## src/rtl/add_pipe.sv

```systemverilog
// add_pipe: pipelined two's-complement adder/subtractor with valid/ready on
// both sides. A WIDTH-bit add is cut into SEG-bit segments and stage k
// resolves segment k. This removes the full-width carry chain while still
// delivering one result per cycle. Each stage can fill a bubble on its own,
// so a stalled consumer lets upstream stages pack up until all NSTAGE
// slots hold a transaction.
module add_pipe #(
  parameter int WIDTH = 32,
  parameter int SEG   = 8
) (
  input  logic             clk,
  input  logic             rst,
  input  logic             in_valid,
  output logic             in_ready,
  input  logic [WIDTH-1:0] in_a,
  input  logic [WIDTH-1:0] in_b,
  input  logic             in_ci,
  input  logic             in_sub,
  output logic             out_valid,
  input  logic             out_ready,
  output logic [WIDTH-1:0] out_s,
  output logic             out_co,
  output logic             out_ov
);

  localparam int NSTAGE = WIDTH / SEG;
  localparam int LAST   = NSTAGE - 1;

  generate
    if (WIDTH < 1 || SEG < 1 || (WIDTH % SEG) != 0) begin : g_bad_param
      $error("add_pipe: WIDTH must be a positive multiple of SEG");
    end
  endgenerate

  // Per-stage registers. a_q/b_q keep the full operand, but a stage only
  // reads the segments that are still unprocessed. b_q holds B after the
  // subtract inversion.
  logic [NSTAGE-1:0] valid_q;
  logic [WIDTH-1:0]  a_q [NSTAGE];
  logic [WIDTH-1:0]  b_q [NSTAGE];
  logic [WIDTH-1:0]  s_q [NSTAGE];
  logic [NSTAGE-1:0] c_q;
  logic              ov_q;

  // Stage inputs: entry operands for stage 0, predecessor registers for
  // every later stage.
  logic [NSTAGE-1:0] up_valid;
  logic [WIDTH-1:0]  up_a [NSTAGE];
  logic [WIDTH-1:0]  up_b [NSTAGE];
  logic [WIDTH-1:0]  up_s [NSTAGE];
  logic [NSTAGE-1:0] up_c;

  logic [SEG:0]      seg_sum [NSTAGE];
  logic [WIDTH-1:0]  s_d [NSTAGE];
  logic [NSTAGE-1:0] c_d;
  logic              ov_d;
  logic [NSTAGE-1:0] ready_w;

  // Stage k may load when any stage from k to the output is empty, or when
  // the consumer is taking the last stage. The chain is built with an
  // accumulator so that it never reads back its own output.
  always_comb begin
    logic room;
    room    = out_ready;
    ready_w = '0;
    for (int k = LAST; k >= 0; k--) begin
      room       = room || !valid_q[k];
      ready_w[k] = room;
    end
  end

  // Datapath: route the stage inputs and add one segment per stage.
  always_comb begin
    up_valid[0] = in_valid;
    up_a[0]     = in_a;
    up_b[0]     = in_sub ? ~in_b : in_b;
    up_c[0]     = in_ci ^ in_sub;
    up_s[0]     = '0;
    for (int k = 1; k < NSTAGE; k++) begin
      up_valid[k] = valid_q[k-1];
      up_a[k]     = a_q[k-1];
      up_b[k]     = b_q[k-1];
      up_c[k]     = c_q[k-1];
      up_s[k]     = s_q[k-1];
    end
    for (int k = 0; k < NSTAGE; k++) begin
      seg_sum[k] = {1'b0, up_a[k][k*SEG +: SEG]}
                 + {1'b0, up_b[k][k*SEG +: SEG]}
                 + {{SEG{1'b0}}, up_c[k]};
      s_d[k]     = up_s[k];
      s_d[k][k*SEG +: SEG] = seg_sum[k][SEG-1:0];
      c_d[k]     = seg_sum[k][SEG];
    end
    // The carry into the MSB is a ^ b ^ sum at that bit. Overflow is that
    // carry XOR the carry out of the MSB.
    ov_d = up_a[LAST][WIDTH-1] ^ up_b[LAST][WIDTH-1] ^ s_d[LAST][WIDTH-1] ^ c_d[LAST];
  end

  // Stage registers: a ready stage takes its predecessor, or becomes a
  // bubble. Data only moves with a valid transaction, so a stalled output
  // holds its value.
  always_ff @(posedge clk) begin
    if (rst) begin
      valid_q <= '0;
      c_q     <= '0;
      ov_q    <= 1'b0;
      for (int k = 0; k < NSTAGE; k++) begin
        a_q[k] <= '0;
        b_q[k] <= '0;
        s_q[k] <= '0;
      end
    end else begin
      for (int k = 0; k < NSTAGE; k++) begin
        if (ready_w[k]) begin
          valid_q[k] <= up_valid[k];
          if (up_valid[k]) begin
            a_q[k] <= up_a[k];
            b_q[k] <= up_b[k];
            s_q[k] <= s_d[k];
            c_q[k] <= c_d[k];
          end
        end
      end
      if (ready_w[LAST] && up_valid[LAST]) begin
        ov_q <= ov_d;
      end
    end
  end

  assign in_ready  = ready_w[0];
  assign out_valid = valid_q[LAST];
  assign out_s     = s_q[LAST];
  assign out_co    = c_q[LAST];
  assign out_ov    = ov_q;

endmodule

```

## config.mk

```make
export PLATFORM = sky130hd
export DESIGN_NAME = add_pipe
export DESIGN_NICKNAME = d
export VERILOG_FILES = /design/src/rtl/add_pipe.sv
export SDC_FILE = /design/constraint.sdc
export NUM_CORES = 1
export LEC_CHECK = 0
export CORE_MARGIN = 8
export CORE_UTILIZATION = 35
export CTS_CLUSTER_DIAMETER = 50
export DETAILED_ROUTE_END_ITERATION = 8
export SLEW_MARGIN = 20
export SYNTH_ARGS = -nofsm -noshare
export SYNTH_HDL_FRONTEND = slang
export SYNTH_SLANG_ARGS = --single-unit
```

## constraint.sdc

```tcl
create_clock -name clk -period 2.7 [get_ports clk]
set_clock_uncertainty 0.1 [all_clocks]
set_input_delay 0.405 -clock clk [delete_from_list [all_inputs] [get_ports clk]]
set_output_delay 0.405 -clock clk [all_outputs]
set_load 0.05 [all_outputs]
```

==> results by group <==
Outcome
  – Outcome: finished, final reports clean

Yosys
  – Unique cell type count in the Yosys netlist: 46
  – Biggest area consumer among synthesized cells: sky130_fd_sc_hd__edfxtp_1
  – Portion of the post-synthesis area used by sequential elements: 66.1%
  – Synth Instances: 600
  – Synthesized netlist net count: 706
  – Post-synthesis sequential element count: 185
  – Summed instance area of the synthesized netlist: 0.00827 mm2
  – Top area cells in the synthesized netlist: sky130_fd_sc_hd__edfxtp_1 64%, sky130_fd_sc_hd__and2_1 9.7%, sky130_fd_sc_hd__ha_1 4.2%
  – Post-synth ARST share: 0%
  – Synth warnings: 0
  – Mapped Avg Cell Area: 13.8 um2
  – Main flop type after synthesis: sky130_fd_sc_hd__edfxtp_1
  – Post-synth EDFFs: 176
  – Share of Yosys cell area claimed by the top area cell type: 63.9%

Finish
  – Commonest non-fill, non-tap cell in the layout: sky130_fd_sc_hd__edfxtp_1
  – Fraction of layout instances using a drive strength above 1: 9.66%
  – Diodes inserted: 0
  – Finished Layout Cells: 1054
  – Area of all placed cells without fillers: 0.0103 mm2
  – Commonest cells after routing, fill and taps aside: 176 x sky130_fd_sc_hd__edfxtp_1, 128 x sky130_fd_sc_hd__and2_1, 103 x sky130_fd_sc_hd__clkdlybuf4s50_1, 64 x sky130_fd_sc_hd__nor2_1, 34 x sky130_fd_sc_hd__xnor2_1
  – Core Util, Final: 44.4%
  – Syn-to-layout area delta: 25.2%
  – Final net count: 828

Global routing
  – Maximum number of pins on one net before global-route repair: 35
  – Sum of overflow across all layers after global routing: 0
  – Wire length of the first global-routing pass: 23600 um
  – Initial antenna violation count: 0
  – Tot GR Track Use: 10.4%
  – Via count of the first global-routing pass: 4776

Clocking
  – Number of buffers on the longest clock path: 2
  – Clock transition time at the flip-flop clock pins of the worst setup and hold paths: 70 ps
  – H-Tree Depth: 4
  – Source-to-sink clock delay at the later pin of the worst-skew pair: 420 ps
  – Sinks on the clock net: 185
  – CTS Buf Count: 17
  – Hold buffer count at cts: 0
  – Number of gates resized after CTS: 0
  – Number of post-CTS setup repair buffers: 0
  – Clock tree from TritonCTS: done
  – Clock root buffer: sky130_fd_sc_hd__clkbuf_16

Detailed routing
  – Remaining antenna violation count: 0
  – Detailed-route wire length: 14500 um
  – Detailed-route via count: 4550
  – Wire per inst: 13.8 um
  – Via/cell ratio: 4.32
  – Post-route DRC: 0
  – Total iterations of the first detailed-routing run: 4
  – Number of violations reported at the end of detailed-routing iteration 0: 199

Floorplan
  – Starting density of the core: 35.4%
  – I/O pin count: 106
  – Core area: 0.0233 mm2
  – Die span in x: 170 um
  – Cell Rows: 56
  – Floorplan die area: 0.0288 mm2
  – DIE HEIGHT: 170 um

Pwr
  – Sequential share of power: 52.2%
  – Net switching power: 1.52 mW
  – Switching power share of the total: 23.6%
  – Ratio of total power to cell area: 625 mW/mm2
  – Leak pwr: 4.00 nW
  – Cell Int Power: 4.94 mW
  – Worst IR drop on VDD: 400 uV
  – Clock share of power: 36.5%
  – Combinational fraction of design power: 11.3%

Critical path
  – Setup crit start kind: flop
  – Endpoint required time on the critical path: 2910 ps
  – Slowest cell delay on critical path: 450 ps
  – Worst path arrival time: 2770 ps
  – Top fanout value on the critical path: 2
  – Critical Path End Type: flop
  – Crit path cell chain: fa_1 -> fa_1 -> a21oi_1 -> o21ai_0 -> and2_1 -> o41ai_2 -> xor2_1 -> o21ai_0
  – CP max-delay cell: sky130_fd_sc_hd__fa_1
  – Startpoint-to-endpoint class of the critical path: flop to flop

Placement
  – Standard cell area after detailed placement: 0.00978 mm2
  – HPWL Detailed: 11000 um
  – Routability-driven placement congestion ratio: 0.797
  – Number of placed instances with taps included: 1022
  – Port buffer count: 105

Job
  – Number of max-cap violations: 0

STA
  – Final hold vios: 0
  – Highest attainable clock frequency: 390 MHz
  – Accumulated negative setup slack: 0 ps
  – Relative slew margins: 51.8%
  – Max-slew violations: 0
  – Post-route minimum period: 2560 ps
  – Finish-stage setup viols: 0
  – Unrepaired setup endpoints after global routing: no
  – Slew at the pin with the worst max-slew slack: 722 ps
  – Final worst-path cycle share: 94.9%

Hold path
  – Path class of the lowest-slack min-delay path: flop to flop
[Yosys cell counts (2+ instances only)]
| cell | number |
|---|---|
| sky130_fd_sc_hd__nor2_1 | 66 |
| sky130_fd_sc_hd__nand2_4 | 2 |
| sky130_fd_sc_hd__inv_1 | 11 |
| sky130_fd_sc_hd__or3_1 | 2 |
| sky130_fd_sc_hd__and3_1 | 2 |
| sky130_fd_sc_hd__buf_2 | 3 |
| sky130_fd_sc_hd__o21bai_1 | 5 |
| sky130_fd_sc_hd__a21o_1 | 5 |
| sky130_fd_sc_hd__and2_1 | 128 |
| sky130_fd_sc_hd__a211oi_1 | 3 |
| sky130_fd_sc_hd__xor2_1 | 18 |
| sky130_fd_sc_hd__edfxtp_1 | 176 |
| sky130_fd_sc_hd__fa_1 | 8 |
| sky130_fd_sc_hd__buf_6 | 3 |
| sky130_fd_sc_hd__a21oi_1 | 22 |
| sky130_fd_sc_hd__nor2b_1 | 4 |
| sky130_fd_sc_hd__clkbuf_1 | 17 |
| sky130_fd_sc_hd__nand2b_1 | 4 |
| sky130_fd_sc_hd__or2b_1 | 2 |
| sky130_fd_sc_hd__o21ai_0 | 13 |
| sky130_fd_sc_hd__dfxtp_1 | 9 |
| sky130_fd_sc_hd__or2_2 | 3 |
| sky130_fd_sc_hd__xnor2_1 | 34 |
| sky130_fd_sc_hd__ha_1 | 28 |
| sky130_fd_sc_hd__nand2_1 | 9 |
| sky130_fd_sc_hd__nor3_1 | 3 |
[cell families after synthesis]
family | synth area share, %
fa+ha+maj | 6.17
flops | 66.1
simple gates | 15.8
buf+inv | 1.86
xor+xnor | 5.51
compound gates | 4.60
[worst max-delay path, delay by kind of cell, from the launching register on]
kind,cells,cell delay (ps)
adders and majority gates,2,870
and+or+nand+nor,1,190
AOI/OAI and AO/OA,4,690
DFF,1,410
xor gates and xnor gates,1,180
[area by class of cell]
| class | count | area [um2] |
|---|---|---|
| clock inverters | 15 | 141 |
| inverters | 11 | 41.3 |
| flip-flops and latches | 185 | 5470 |
| repair buffers | 126 | 1210 |
| fillers | 2095 | 13000 |
| well taps | 319 | 399 |
| multi-input cells | 381 | 2660 |
| clock buffers | 17 | 425 |
[through the flow]
stage	total power, mW	setup WS [ps]	hold WS (ps)
after floorplan	3.88	12.1	397
after global placement	4.15	-79.0	360
after detailed placement	4.18	-213	370
after CTS	6.54	79.5	383
after global routing	6.72	34.5	406
final	6.47	138	370
[worst paths after layout]
check | depth (start not counted) | startpoint | slack [ps] | end
worst max-delay path | 8 | b_q[0][88]$_SDFFCE_PN0P_ | 140 | out_ov$_SDFFE_PP0P_
worst min-delay path | 2 | out_ov$_SDFFE_PP0P_ | 370 | out_ov$_SDFFE_PP0P_
worst max register to register | 8 | b_q[0][88]$_SDFFCE_PN0P_ | 140 | out_ov$_SDFFE_PP0P_
worst min register to register | 2 | out_ov$_SDFFE_PP0P_ | 370 | out_ov$_SDFFE_PP0P_
[layer usage]
metal	up-vias	GRT usage, %	routed length (um)	part of all wire [%]
met5	-	0	0	0
met4	0	6.04	410	2.8
met3	28	3.07	769	5.3
met2	119	16.1	6590	45
met1	2074	12.7	6730	46
li1	2329	-	-	-
[power groups by stage]
stage	logic, mW	clock network (mW)	registers [mW]
global route	0.804	2.53	3.39
detailed placement	0.737	0	3.44
floorplan	0.371	0	3.51
CTS	0.739	2.42	3.38
finish	0.733	2.36	3.37
global placement	0.719	0	3.43
[sequential cells by signal, summed over array words and instances (netlist names)]
register,cells
s_q,80
a_q,48
out_ov,1
valid_q,4
c_q,4
b_q,48
(Power assumes the default switching activity.)
